File: config.mk
export PLATFORM = sky130hd
export DESIGN_NAME = demux_display
export DESIGN_NICKNAME = d
export VERILOG_FILES = /design/src/rtl/demux_display.sv
export SDC_FILE = /design/constraint.sdc
export NUM_CORES = 1
export LEC_CHECK = 0
export ABC_AREA = 1
export CELL_PAD_IN_SITES_DETAIL_PLACEMENT = 0
export CELL_PAD_IN_SITES_GLOBAL_PLACEMENT = 1
export CORE_UTILIZATION = 42
export CTS_BUF_LIST = sky130_fd_sc_hd__clkbuf_16
export DETAILED_ROUTE_END_ITERATION = 8
export GPL_ROUTABILITY_DRIVEN = 0
export PLACE_DENSITY_LB_ADDON = 0.12
export SYNTH_ARGS = -nofsm -noshare
export SYNTH_HDL_FRONTEND = slang
export SYNTH_SLANG_ARGS = --single-unit
export TNS_END_PERCENT = 5
File: constraint.sdc
create_clock -name clock -period 4.16 [get_ports clock]
set_clock_uncertainty 0.15 [all_clocks]
set_input_delay 0.624 -clock clock [delete_from_list [all_inputs] [get_ports clock]]
set_output_delay 0.624 -clock clock [all_outputs]
set_load 0.05 [all_outputs]
File: src/rtl/demux_display.sv
// demux_display: rebuilds and hex-decodes four digits from a scanned active-low 7-segment bus
module demux_display #(
  parameter int SETTLE  = 4,
  parameter int TIMEOUT = 65535
) (
  input  logic       clock,
  input  logic       reset,
  input  logic [3:0] ED_in,
  input  logic [6:0] D_in,
  output logic [6:0] Q0,
  output logic [6:0] Q1,
  output logic [6:0] Q2,
  output logic [6:0] Q3,
  output logic [3:0] H0,
  output logic [3:0] H1,
  output logic [3:0] H2,
  output logic [3:0] H3,
  output logic [3:0] hex_ok,
  output logic       frame_done,
  output logic       err_sel,
  output logic       stale
);
  localparam logic [7:0]  S = 8'(SETTLE);
  localparam logic [19:0] T = 20'(TIMEOUT);
  logic [6:0]  q_q [4], q_d [4];
  logic [3:0]  h_q [4], h_d [4];
  logic [3:0]  ok_q, ok_d, seen_q, seen_d, last_ed_q, last_ed_d, seen_set;
  logic [7:0]  cnt_q, cnt_d;
  logic [19:0] idle_q, idle_d;
  logic        frame_q, frame_d, err_q, err_d, stale_q, stale_d;
  logic        valid, same, cap;
  logic [1:0]  idx;
  logic [4:0]  dec;
  function automatic logic [4:0] decode(input logic [6:0] s);
    case (s)
      7'h01: decode = 5'h10; 7'h4F: decode = 5'h11; 7'h12: decode = 5'h12; 7'h06: decode = 5'h13;
      7'h4C: decode = 5'h14; 7'h24: decode = 5'h15; 7'h20: decode = 5'h16; 7'h0F: decode = 5'h17;
      7'h00: decode = 5'h18; 7'h04: decode = 5'h19; 7'h08: decode = 5'h1A; 7'h60: decode = 5'h1B;
      7'h31: decode = 5'h1C; 7'h42: decode = 5'h1D; 7'h30: decode = 5'h1E; 7'h38: decode = 5'h1F;
      default: decode = 5'h00;
    endcase
  endfunction
  always_comb begin
    valid     = (ED_in == 4'b1110) || (ED_in == 4'b1101) || (ED_in == 4'b1011) || (ED_in == 4'b0111);
    same      = ED_in == last_ed_q;
    cnt_d     = !valid ? 8'd0 : !same ? 8'd1 : (cnt_q == S) ? cnt_q : cnt_q + 8'd1;
    // a dwell already parked at SETTLE must not capture again
    cap       = valid && (cnt_d == S) && !(same && cnt_q == S);
    idx       = !ED_in[0] ? 2'd0 : !ED_in[1] ? 2'd1 : !ED_in[2] ? 2'd2 : 2'd3;
    dec       = decode(D_in);
    q_d       = q_q;
    h_d       = h_q;
    ok_d      = ok_q;
    if (cap) begin
      q_d[idx]  = D_in;
      h_d[idx]  = dec[3:0];
      ok_d[idx] = dec[4];
    end
    seen_set  = seen_q | (cap ? ~ED_in : 4'h0);
    frame_d   = cap && (seen_set == 4'hF);
    seen_d    = frame_d ? 4'h0 : seen_set;
    err_d     = !valid && (ED_in != 4'hF);
    idle_d    = cap ? 20'd0 : (idle_q == T) ? idle_q : idle_q + 20'd1;
    stale_d   = idle_d == T;
    last_ed_d = ED_in;
  end
  always_ff @(posedge clock) begin
    if (reset) begin
      q_q       <= '{4{7'h7F}};
      h_q       <= '{4{4'h0}};
      ok_q      <= 4'h0;
      seen_q    <= 4'h0;
      last_ed_q <= 4'hF;
      cnt_q     <= 8'd0;
      idle_q    <= 20'd0;
      frame_q   <= 1'b0;
      err_q     <= 1'b0;
      stale_q   <= 1'b0;
    end else begin
      q_q       <= q_d;
      h_q       <= h_d;
      ok_q      <= ok_d;
      seen_q    <= seen_d;
      last_ed_q <= last_ed_d;
      cnt_q     <= cnt_d;
      idle_q    <= idle_d;
      frame_q   <= frame_d;
      err_q     <= err_d;
      stale_q   <= stale_d;
    end
  end
  assign Q0         = q_q[0];
  assign Q1         = q_q[1];
  assign Q2         = q_q[2];
  assign Q3         = q_q[3];
  assign H0         = h_q[0];
  assign H1         = h_q[1];
  assign H2         = h_q[2];
  assign H3         = h_q[3];
  assign hex_ok     = ok_q;
  assign frame_done = frame_q;
  assign err_sel    = err_q;
  assign stale      = stale_q;
endmodule
Yosys cells after proc, flatten, opt, wreduce, memory -nomap -nowiden

Index checks and enable logic that the tools add are counted.

Register bits: 87
Latch bits: 0
Memory bits (writable): 0
ROM bits: 0
Input port bits: 13
Output and inout port bits: 51
Memories kept: 0

Add/subtract/negate cells: 2
Multiply operators: 0
Div/mod/pow operators: 0
Order comparisons: 4
Eq/ne operators: 26
Shift-type cells: 0
Muxes and demuxes: 19
Bitwise operators: 3
Reductions and logical operators: 14

Operators by type and width:

| cell                                                               | number |
|---|---|
| 5-bit one-hot mux with 16 select lines                             | 1 |
| 20-bit by 16-bit == test with 1-bit output (second input constant) | 2 |
| 20-bit two-way mux                                                 | 2 |
| 7-bit by 6-bit == test with 1-bit output (second input constant)   | 5 |
| 28-bit bitwise mux                                                 | 1 |
| 7-bit == test (second input constant)                              | 4 |
| 8-bit two-way mux                                                  | 3 |
| 20-bit by 1-bit adder with 20-bit output (second input constant)   | 1 |
| 16-bit bitwise mux                                                 | 1 |
| 4-bit == test (second input constant)                              | 4 |
| 8-bit by 3-bit == test with 1-bit output (second input constant)   | 2 |
| 7-bit demux with 2-bit select                                      | 1 |
| 7-bit by 3-bit == test with 1-bit output (second input constant)   | 2 |
| 7-bit by 4-bit == test with 1-bit output (second input constant)   | 2 |
| 8-bit by 1-bit adder with 8-bit output (second input constant)     | 1 |
| 4-bit demux with 2-bit select                                      | 1 |
| 4-bit two-way mux                                                  | 2 |
| 7-bit by 1-bit == test with 1-bit output (second input constant)   | 1 |
| 7-bit by 5-bit == test with 1-bit output (second input constant)   | 1 |
| 1-bit logical AND                                                  | 7 |
| 7-bit logical NOT                                                  | 1 |
| 7-bit two-way mux                                                  | 1 |
| 4-bit bitwise mux                                                  | 1 |
| 4-bit by 3-bit == test with 1-bit output (second input constant)   | 1 |
| other kinds (15)                                                   | 20 |

Logic depth before layout (Yosys ltp)

Word-level depth: 13
Depth in mapped cells: 14

Worst setup path before layout

Ideal clock, no wire load.

Path kind: in2reg
From: input ED_in[1]
To: register q_q, in the netlist Q2[3]
Setup time: 0.140 ns
Data arrival time: 2.039 ns
Required time: 3.870 ns
Setup slack: 1.832 ns
Stages: 14
Path buffers: 1
Cells stage by stage: inv_1 > nand2_1 > nand2_1 > nor2_1 > nand2_2 > clkinv_2 > nand3_2 > o21ai_4 > nand3_4 > nor2_4 > inv_2 > buf_6 > nand2_2 > o211ai_2

Word-level cells in the longest chain between the ends: 8
Elaborated cells between the ends (all ways): 24

Ends and longest elaborated chain:

| element                                                                                             | RTL line | text |
|---|---|---|
| start, declared                                                                                     | 8        | `input logic [3:0] ED_in,` |
| 2-bit two-way mux or 4-bit == test (tied branches)                                                  | 49, 44   |  |
| 2-bit two-way mux or 1-bit logical OR (tied branches)                                               | 49, 44   |  |
| 2-bit NOT with 3-bit output (not written as such) or 1-bit logical OR (tied branches)               | 55, 44   |  |
| 3-bit >= comparator (not written as such) (tied with other cells)                                   | 55       | `q_d[idx] = D_in;` |
| 1-bit logical AND (not written as such) or 8-bit two-way mux (tied branches)                        | 55, 46   |  |
| 7-bit two-way mux (not written as such) or 8-bit by 3-bit == test with 1-bit output (tied branches) | 55, 48   |  |
| 7-bit demux with 2-bit select or 1-bit logical AND (tied branches)                                  | 55, 48   |  |
| 28-bit bitwise mux or 1-bit logical AND (tied branches)                                             | 55, 48   |  |
| end signal, assigned                                                                                | 69       | `q_q <= '{4{7'h7F}};` |
| end signal, assigned                                                                                | 80       | `q_q <= q_d;` |
| end, declared                                                                                       | 25       | `logic [6:0] q_q [4], q_d [4];` |

Parallel ways exist; a longest one is shown, timed or not.
A chain may end at the register's enable or synchronous reset.

Worst setup path in the final report

From: input ED_in[2]
To: register q_q, in the netlist Q2[1]

Word-level cells in the longest chain between the ends: 9
Elaborated cells between the ends (all ways): 25

Ends and longest elaborated chain:

| element                                                                                                            | RTL line | text |
|---|---|---|
| 1-bit two-way mux                                                                                                  | 49       | `idx = !ED_in[0] ? 2'd0 : !ED_in[1] ? 2'd1 : !ED_in[2] ? 2'd2 : 2'd3;` |
| 2-bit two-way mux (2 in a row)                                                                                     | 49       |  |
| 2-bit NOT with 3-bit output (not written as such)                                                                  | 55       |  |
| 3-bit >= comparator (not written as such) or 3-bit by 1-bit less-than comparator with 1-bit output (tied branches) | 55       |  |
| 1-bit logical AND (not written as such)                                                                            | 55       |  |
| 7-bit two-way mux (not written as such)                                                                            | 55       |  |
| 7-bit demux with 2-bit select                                                                                      | 55       |  |
| 28-bit bitwise mux                                                                                                 | 55       |  |

Parallel ways exist; a longest one is shown, timed or not.

==> results.py <==
metrics = {
    "clock_network": {
        "clock_sinks": 87,
        "htreeDepth": 3,
        "cts_tree": "built",
        "clockBufferDepth": 2,
        "cts_inserted_buffers": 9,
        "ctsHoldBuffers": 0,
        "root_buffer": "clkbuf_16",
        "cts_setup_buffers": 0,
        "cts_resized": 0,
        "path_clk_slew_ps": 60,
        "insertion_delay_ps": 340,
    },
    "synthesis": {
        "synth.most_common_cell": "nand2_1",
        "synth_xor_area_frac": 0.03359,
        "netlist_area_um2": 4172,
        "synth_top_area_cell": "dfxtp_1",
        "synth_ff_type": "dfxtp_1",
        "synthMuxAreaShare": 0,
        "yosysTopAreaCellShare": 0.4175,
        "synth_simple_gate_area_share": 0.3245,
        "ys_top_cells_by_count": "nand2_1 (118), nor2_1 (91), dfxtp_1 (87)",
        "synth_edf_count": 0,
        "ys_warn_count": 0,
        "avgSynthCellArea_um2": 7.489,
        "netlist-cell-type-count": 41,
        "yosysSeqAreaShare": 0.4175,
        "synth_top_family_by_area": "simple AND/OR/NAND/NOR gates",
        "synth_nets": 573,
        "ys_ff_latch": 87,
        "synthArstFlopShare": 0,
        "netlist_instances": 557,
        "synth_area_leaders": "dfxtp_1 (42%), nand2_1 (11%), nor2_1 (8.2%), inv_1 (6.0%), nand3_1 (4.0%)",
        "yosys.area_share.adder": 0.008998,
        "synth_compound_area_frac": 0.1320,
    },
    "route": {
        "wl_per_cell_um": 12.89,
        "vias": 3654,
        "drt-total-wl_um": 9756,
        "drt_first_iter_violations": 62,
        "dr.pass1.iters": 4,
        "route.detailed.drc": 0,
        "viasPerCell": 4.827,
        "ant_nets": 0,
    },
    "final_layout": {
        "areaGrowthSynthToFinish_pct": 25.25,
        "postLayoutCoreUtil": 0.5395,
        "seq_area_um2": 1742,
        "final_layout_size_suffix_gt1_frac": 0.08654,
        "n_antenna_cell": 0,
        "multiInputGateArea_um2": 2082,
        "design_area_um2": 5225,
        "fillers": 946,
        "fin_nets": 635,
    },
    "place": {
        "dp_slack_ps": 757.6,
        "hpwl_um": 7286,
        "place_area_um2": 4911,
        "portBuffers": 63,
    },
    "die": {
        "num_rows": 36,
        "num_io_pins": 64,
        "coreArea_um2": 9684,
        "die_w_um": 101.7,
        "die_y_um": 101.7,
        "dieArea_um2": 10330,
        "initial_utilization": 0.4307,
    },
    "setup_path": {
        "worstPathArrival_ps": 3070,
        "critical_path_required_ps": 4220,
        "critical_path_class": "in -> reg",
        "timing.rr.end": "Q2[1]$_SDFFE_PP1P_",
        "cp_common_cell": "nand2_1",
        "crit_slowest_cell": "clkdlybuf4s50_1",
        "reg2reg_from": "cnt_q[0]$_SDFF_PP0_",
        "worstPathCellList": "clkdlybuf4s50_1, inv_2, nand2_1, nand2_1, nor2_2, nand2_2, clkinv_2, nand3_2, o21ai_4, nand3_4, nor2_4, inv_2, nand2_1, o211ai_2",
        "crit_path_end_kind": "flop",
        "critical_path.top_delay_family": "simple AND/OR/NAND/NOR gates",
        "critPathBufInv": 4,
        "cp-start-kind": "primary input",
        "cp_max_fo": 14,
        "reg2reg_depth": 13,
        "reg2reg_slack_ps": 1410,
        "cpPeakStageDelay_ps": 640,
    },
    "grt": {
        "track_usage": 0.2059,
        "antenna_found_initial": 0,
        "grt-ovfl-total": 0,
        "grt_max_degree": 33,
        "grt_pass1_vias": 3471,
        "grt_first_pass_wirelength_um": 16320,
    },
    "pwr": {
        "powerDensity_nw_per_um2": 342.9,
        "leakage_nw": 2.245,
        "power.total_mw": 1.791,
        "ir_worst_vdd_v": 0.0002727,
    },
    "hold_path": {
        "worstHoldEndpoint": "Q3[4]$_SDFFE_PP1P_",
        "hold_depth": 2,
        "hold_start": "Q3[4]$_SDFFE_PP1P_",
        "hp-class": "reg -> reg",
    },
    "timing": {
        "post-route-period-util": 0.7240,
        "setup-tns-final_ps": 0,
        "tightest_slew_ps": 697.8,
        "hold_viol_final": 0,
        "timing.slew.headroom": 0.5313,
        "fin_crit_ps": 3012,
        "slew_violations": 0,
        "rsz0062_at_grt": "no",
        "setup_viol": 0,
        "fmax_mhz": 332.0,
        "finalWorstSetupSlack_ps": 1148,
    },
    "run_status": {
        "status": "complete, no violations",
    },
    "flow_run": {
        "cap_violations": 0,
    },
}
## power by group
group	internal, mW	total [mW]	switching (mW)
clock	0.522	0.855	0.333
combinational	0.0293	0.0926	0.0633
sequential	0.839	0.844	0.00529
## how the worst max path moves through the flow
stage / from / to / slack [ps] / depth (start not counted)
3_3_place_gp: ED_in[2] / Q2[2]$_SDFFE_PP1P_ / 820 / 14
3_5_place_dp: ED_in[2] / Q2[6]$_SDFFE_PP1P_ / 760 / 14
4_1_cts: ED_in[2] / Q2[6]$_SDFFE_PP1P_ / 1120 / 14
6_report: ED_in[2] / Q2[1]$_SDFFE_PP1P_ / 1150 / 14
2_1_floorplan: ED_in[1] / Q2[3]$_SDFFE_PP1P_ / 1830 / 14
5_1_grt: ED_in[2] / Q2[6]$_SDFFE_PP1P_ / 960 / 14
## routing by layer
layer	track usage	share of wire	up-vias
li1	-	-	1950
met1	0.2599	0.48	1636
met2	0.3306	0.46	52
met3	0.05659	0.044	16
met4	0.08584	0.019	0
met5	0	0	-
## layout make-up
cell class / count / share of cell area
clock inverters: 7 / 0.01700
clock buffers: 9 / 0.04310
well taps: 133 / 0.03185
flip-flops and latches: 87 / 0.3333
inverters: 73 / 0.05268
repair buffers: 65 / 0.1236
multi-input cells: 383 / 0.3985
## cell usage in the layout (no fill, tap or decap), types with 6 or more instances in the layout
| cell | netlist | layout |
|---|---|---|
| nand2_2 | 6 | 6 |
| nand2_1 | 118 | 118 |
| nand4_1 | 11 | 11 |
| nor3_1 | 18 | 18 |
| clkbuf_16 | 0 | 9 |
| nand3_1 | 33 | 33 |
| xor2_1 | 13 | 13 |
| a211oi_1 | 16 | 16 |
| dfxtp_1 | 87 | 87 |
| clkdlybuf4s50_1 | 0 | 63 |
| o211ai_1 | 21 | 21 |
| nor2_1 | 91 | 91 |
| a21oi_1 | 9 | 9 |
| o211ai_2 | 7 | 7 |
| inv_1 | 67 | 68 |
## flip-flops by register name (all words and copies together) (netlist names)
register    cells
frame_done      1
Q2              7
Q1              7
H1              4
last_ed_q       4
H3              4
err_sel         1
hex_ok          4
cnt_q           8
stale           1
Q3              7
Q0              7
seen_q          4
H0              4
H2              4
idle_q         20
## cell families after synthesis
group | after synthesis
and+or+nand+nor | 295
buffers and inverters | 87
DFF | 87
AOI/OAI and AO/OA | 69
xor gates and xnor gates | 16
adders and majority gates | 3
## worst min-delay path: cells and delay by family (launching register included)
family | cells | cell delay, ps
compound gates | 1 | 60
simple gates | 1 | 50
flops | 1 | 320
## stage by stage
stage / std cells / hold WS [ps]
finish: 757 / 324.1
global route: 757 / 352.7
CTS: 757 / 327.4
detailed placement: 741 / 302.3
global placement: 741 / 302.9
floorplan: 557 / 305.1
No activity file was read; power rests on OpenSTA's default activity.
